<file path="config.mk">
export PLATFORM = sky130hd
export DESIGN_NAME = megaram_mapper_gen
export DESIGN_NICKNAME = d
export VERILOG_FILES = /design/src/rtl/megaram_mapper_gen.sv
export SDC_FILE = /design/constraint.sdc
export NUM_CORES = 1
export LEC_CHECK = 0
export CAP_MARGIN = 10
export CORE_MARGIN = 2
export CORE_UTILIZATION = 45
export DETAILED_ROUTE_END_ITERATION = 16
export GPL_ROUTABILITY_DRIVEN = 0
export PLACE_DENSITY_LB_ADDON = 0.05
export SKIP_LAST_GASP = 1
export SYNTH_ARGS = -nofsm -noshare
export SYNTH_HDL_FRONTEND = slang
export SYNTH_SLANG_ARGS = --single-unit
</file>
<file path="constraint.sdc">
create_clock -name i_clk -period 6.6 [get_ports i_clk]
set_clock_uncertainty 0.1 [all_clocks]
set_input_delay 1.32 -clock i_clk [delete_from_list [all_inputs] [get_ports i_clk]]
set_output_delay 1.32 -clock i_clk [all_outputs]
set_load 0.01 [all_outputs]
</file>
<file path="src/rtl/megaram_mapper_gen.sv">
// MegaRAM/ROM mapper for the MSX cartridge slot: four bank registers, four mapper modes,
// strobe qualification with single commit per bus cycle, I/O mode/readback ports.
//
// state    | meaning
// ---------+--------------------------------------------------------
// S_IDLE   | waiting for a synchronised rd/wr strobe
// S_COMMIT | one clock: performs the decoded register/mode action
// S_HOLD   | action done; waits for rd_n and wr_n both high
module megaram_mapper_gen #(
   parameter int                PAGE_W    = 8,
   parameter logic [PAGE_W-1:0] PAGE_MASK = 8'hFF,
   parameter logic [22:0]       MEM_BASE  = 23'h420000,
   parameter logic [7:0]        MODE_PORT = 8'h8E
) (
   input  logic        i_clk,
   input  logic        i_reset_n,
   input  logic        i_en,
   input  logic [1:0]  i_mapper_type,
   input  logic [15:0] i_addr,
   input  logic [7:0]  i_cdin,
   input  logic        i_sltsl_n,
   input  logic        i_merq_n,
   input  logic        i_iorq_n,
   input  logic        i_m1_n,
   input  logic        i_rd_n,
   input  logic        i_wr_n,
   output logic [7:0]  o_cdout,
   output logic        o_cdout_oe,
   output logic        o_ram_ena,
   output logic        o_cart_ena,
   output logic [22:0] o_mem_addr
);

   localparam int         OFF_W   = PAGE_W + 13;
   localparam logic [7:0] RB_PORT = MODE_PORT + 8'd1;

   typedef enum logic [1:0] {S_IDLE, S_COMMIT, S_HOLD} state_t;

   state_t            r_state;
   state_t            w_state_nxt;
   logic              w_commit;
   logic [5:0]        r_sync1;
   logic [5:0]        r_sync2;
   logic [1:0]        r_warm;
   logic              r_armed;
   logic [PAGE_W-1:0] r_bank [4];
   logic              r_ram_ena;
   logic [1:0]        r_rb_idx;
   logic [7:0]        r_cdout;
   logic              r_cdout_oe;
   logic [1:0]        r_type_q;

   logic w_sltsl_s, w_merq_s, w_iorq_s, w_m1_s, w_rd_s, w_wr_s;
   logic w_bus_idle, w_win, w_io, w_io_mode, w_io_rb, w_mem_wr, w_bank_we, w_type_chg;
   logic [1:0]        w_bank_sel;
   logic [1:0]        w_page_idx;
   logic [PAGE_W-1:0] w_page;
   logic [OFF_W-1:0]  w_off;

   assign {w_sltsl_s, w_merq_s, w_iorq_s, w_m1_s, w_rd_s, w_wr_s} = r_sync2;
   assign w_bus_idle = w_wr_s & w_rd_s;
   assign w_win      = (i_addr[15:14] == 2'b01) | (i_addr[15:14] == 2'b10);
   assign o_cart_ena = w_win & ~i_sltsl_n & ~i_merq_n & i_iorq_n;

   always_ff @(posedge i_clk or negedge i_reset_n) begin
      if (!i_reset_n) begin
         r_sync1 <= '1;
         r_sync2 <= '1;
         r_warm  <= '0;
      end else begin
         r_sync1 <= {i_sltsl_n, i_merq_n, i_iorq_n, i_m1_n, i_rd_n, i_wr_n};
         r_sync2 <= r_sync1;
         r_warm  <= {r_warm[0], 1'b1};
      end
   end

   // Only arm once the synchronisers carry real samples and the bus was seen idle,
   // so a strobe still low across reset release (or re-enable) never commits.
   always_ff @(posedge i_clk or negedge i_reset_n) begin
      if (!i_reset_n) begin
         r_state <= S_IDLE;
         r_armed <= 1'b0;
      end else begin
         r_state <= w_state_nxt;
         r_armed <= i_en & (r_armed | (r_warm[1] & w_bus_idle));
      end
   end

   always_comb begin
      w_state_nxt = r_state;
      w_commit    = 1'b0;
      if (!i_en) begin
         w_state_nxt = S_IDLE;
      end else begin
         case (r_state)
            S_IDLE:   if (r_armed & ~w_bus_idle) w_state_nxt = S_COMMIT;
            S_COMMIT: begin
               w_commit    = 1'b1;
               w_state_nxt = S_HOLD;
            end
            S_HOLD:   if (w_bus_idle) w_state_nxt = S_IDLE;
            default:  w_state_nxt = S_IDLE;
         endcase
      end
   end

   assign w_io      = ~w_iorq_s & w_m1_s;
   assign w_io_mode = w_io & (i_addr[7:0] == MODE_PORT);
   assign w_io_rb   = w_io & (i_addr[7:0] == RB_PORT);
   assign w_mem_wr  = w_win & ~w_sltsl_s & ~w_merq_s & w_iorq_s & ~w_wr_s & ~r_ram_ena;

   always_comb begin
      w_bank_we  = 1'b0;
      w_bank_sel = {i_addr[15], i_addr[13]};
      case (i_mapper_type)
         2'b00: w_bank_we = 1'b1;
         2'b01: w_bank_we = (i_addr[12:11] == 2'b10);
         2'b11: begin
            w_bank_we  = (i_addr[15:13] == 3'b011);
            w_bank_sel = i_addr[12:11];
         end
         default: begin
            w_bank_we  = (i_addr[15:11] == 5'b01100) | (i_addr[15:11] == 5'b01110);
            w_bank_sel = {1'b0, i_addr[12]};
         end
      endcase
   end

   assign w_type_chg = i_en & (i_mapper_type != r_type_q);

   always_ff @(posedge i_clk or negedge i_reset_n) begin
      if (!i_reset_n) begin
         for (int i = 0; i < 4; i++) r_bank[i] <= PAGE_W'(i);
         r_ram_ena  <= 1'b0;
         r_rb_idx   <= 2'd0;
         r_cdout    <= 8'h00;
         r_cdout_oe <= 1'b0;
         r_type_q   <= 2'b00;
      end else begin
         if (i_en) r_type_q <= i_mapper_type;
         if (w_type_chg) begin
            for (int i = 0; i < 4; i++) r_bank[i] <= PAGE_W'(i);
         end else if (w_commit & w_mem_wr & w_bank_we) begin
            r_bank[w_bank_sel] <= PAGE_W'(i_cdin);
         end
         if (w_commit & w_io_mode) r_ram_ena <= w_wr_s;
         if (w_commit & w_io_rb & ~w_wr_s) r_rb_idx <= i_cdin[1:0];
         if (w_commit & w_io_rb & w_wr_s) begin
            r_cdout    <= 8'(r_bank[r_rb_idx]);
            r_cdout_oe <= 1'b1;
         end else if (w_state_nxt == S_IDLE) begin
            r_cdout_oe <= 1'b0;
         end
      end
   end

   // ASCII16 pages are 16K, so one fewer page bit feeds the offset
   assign w_page_idx = (i_mapper_type == 2'b10) ? {1'b0, i_addr[15]} : {i_addr[15], i_addr[13]};
   assign w_page     = r_bank[w_page_idx] & PAGE_MASK;
   assign w_off      = (i_mapper_type == 2'b10) ? {w_page[PAGE_W-2:0], i_addr[13:0]}
                                                : {w_page, i_addr[12:0]};
   assign o_mem_addr = MEM_BASE + 23'(w_off);

   assign o_cdout    = r_cdout;
   assign o_cdout_oe = r_cdout_oe;
   assign o_ram_ena  = r_ram_ena;

endmodule
</file>
==> flow_summary.yaml <==
cells_and_area:
  n_fill_cell: 633
  layout_commonest_cell: "clkdlybuf4s50_1"
  nets: 363
  final_core_util_pct: 56.9
  antenna_cells: 0
  register_area_sq_um: 1600
  area_growth_pct: 24.4
  drive_above_1_share_pct: 20.5
  layout_common_cells: "60 x clkdlybuf4s50_1, 47 x dfrtp_1, 37 x nor2_1, 37 x mux2i_1, 16 x dfstp_2"
  multiInputGateArea_sq_um: 1520
  stdcell_count: 431
yosys:
  synth_top_area_cell: "dfrtp_1"
  async_reset_ff_share_pct: 100
  yosys_most_used_dff: "dfrtp_1"
  synthDistinctLibCells: 45
  synth_seq_area_share_pct: 48.6
  netlist_area_sq_um: 3280
  ys_seq_elements: 63
  synth_area_per_cell_sq_um: 11.8
  synth_area_leaders: "dfrtp_1 36%, dfstp_2 13%, mux2i_1 11%"
  syn_inst: 278
  ys.warnings.count: 0
  synth-edff-count: 0
  synth_top_area_share_pct: 35.8
sta:
  fmax_ghz: 0.177
  setup_violations: 0
  min_period_ps: 5650
  hold_violations: 0
  rsz0062_at_grt: "no"
  maxSlewViolCount: 0
  hold_slack_ps: 250
  tightest_slew_ps: 798
  setup_tns_ps: 0
  period_share_pct: 85.6
  max_slew_margin_pct: 46.8
global_routing:
  grt_usage_pct: 19.8
  grt_pass1_wl_mm: 11.6
  grt_pass1_vias: 2200
  antenna_found_initial: 0
  grt_max_degree: 64
  overflow: 0
flow_run:
  drv_cap: 0
drt:
  wire_per_inst_microns: 17.1
  drc: 0
  ant_nets: 0
  drt-total-wl_mm: 7.38
  vias_per_cell: 5.35
  vias: 2306
  first_iter_violations: 100
  firstDrtPassIters: 4
power_and_ir_drop:
  leakage_nw: 1.91
  p_per_area_nw_per_um2: 201
  ir_drop_mv: 0.140
placed_design:
  dp.cells: 415
  port_buffers: 61
  dpl.hpwl_mm: 5.00
critical_path:
  end_kind: "output pin"
  cp_max_fo: 16
  cp.required_ps: 5180
  cp.arrival_ps: 4230
  start_kind: "input port"
  path_class: "input port to output pin"
clock_tree:
  cts-htree-levels: 3
  clk_pin_slew_worst_paths_ps: 70
  cts_tree: "done"
  ctsResizeCount: 0
  hold_buffers: 0
  clk_latency_ps: 340
  numClockSinks: 63
  postCtsSetupBuffers: 0
  numCtsBuffers: 9
  cts_root_buf: "clkbuf_8"
  clk_path_buf_depth: 2
floorplan:
  ios: 69
  fp.dieH_microns: 89.4
  core-area_sq_um: 7180
  die_x_microns: 89.4
  die-area_sq_um: 8000
  initial_utilization_pct: 45.8
  row_count: 31
worst_hold_path:
  hp-class: "flip-flop to flip-flop"
status:
  outcome: "finished, final reports clean"
[metrics by stage]
step	power (mW)	worst slack (ps)	area [sq um]
6_report	0.820	953	4090
5_1_grt	0.856	676	4090
4_1_cts	0.832	959	4090
3_5_place_dp	0.494	987	3890
3_3_place_gp	0.494	1080	3890
2_1_floorplan	0.448	2150	3290
[routing by layer]
| layer | GRT usage (%) | up-vias | routed length, microns |
|---|---|---|---|
| li1 | - | 1088 | - |
| met1 | 27.1 | 1164 | 3480 |
| met2 | 31.2 | 45 | 3550 |
| met3 | 4.62 | 9 | 268 |
| met4 | 6.38 | 0 | 89 |
| met5 | 0 | - | 0 |
[state kept, by name (all words and copies together), names as in the netlist]
register and cells:
r_bank 32, o_cdout 8, r_sync1 6, r_sync2 6
r_rb_idx 2, r_state 2, r_type_q 2, r_warm 2
o_cdout_oe 1, o_ram_ena 1, r_armed 1
[cells by family (layout without fill, tap and decap cells)]
group                      after synthesis  count (layout)  synth area share, %
AOI/OAI and AO/OA                       36              36                 8.42
xor gates and xnor gates                 5               5                 1.33
adders and majority gates                1               1                0.381
buffers and inverters                   32              85                 5.33
DFF                                     63              63                 48.6
muxes                                   63              63                 24.0
other                                    1               2                0.114
and+or+nand+nor                         77              77                 11.8
[power by group]
group          internal [mW]  switching [mW]  total, mW
Combinational         0.0414          0.0469     0.0884
Clock                  0.184           0.150      0.334
Sequential             0.395         0.00294      0.398
[final cells by class]
class / instances / share of cell area (%)
clock buffers: 11 / 3.46
clock inverters: 5 / 1.41
inverters: 5 / 0.459
multi-input cells: 184 / 37.2
flip-flops and latches: 63 / 39.1
well taps: 99 / 3.03
repair buffers: 64 / 15.4
[cell usage after synthesis (all sizes together), types with 4 or more instances]
cell type   n
dfrtp      47
mux2i      37
nor2       37
buf        16
dfstp      16
mux2       15
nand2      12
clkbuf     11
mux4       11
a21oi       7
o21ai       7
a211o       5
nand3       5
o211ai      5
inv         4
nor2b       4
xnor2       4
[worst max-delay path: stages]
cell             delay, ps
clkdlybuf4s50_1        690
nand2b_1               550
a21oi_1                140
o31ai_1                420
a21oi_1                150
inv_1                   90
ha_1                   170
xor2_1                 140
clkdlybuf4s50_1        550
[path summary, 6_finish.rpt]
path,start,to,slack (ps),cells after the start
worst max-delay path,i_mapper_type[0],o_mem_addr[19],950,9
worst min-delay path,r_warm[0],r_warm[1],250,0
worst max register to register,r_sync2[3],r_bank[26],4110,5
worst min register to register,r_warm[0],r_warm[1],250,0
max in group asynchronous,i_reset_n,r_bank[6],4820,2
min in group asynchronous,i_reset_n,r_state[1],1040,2
(Power assumes the default switching activity.)
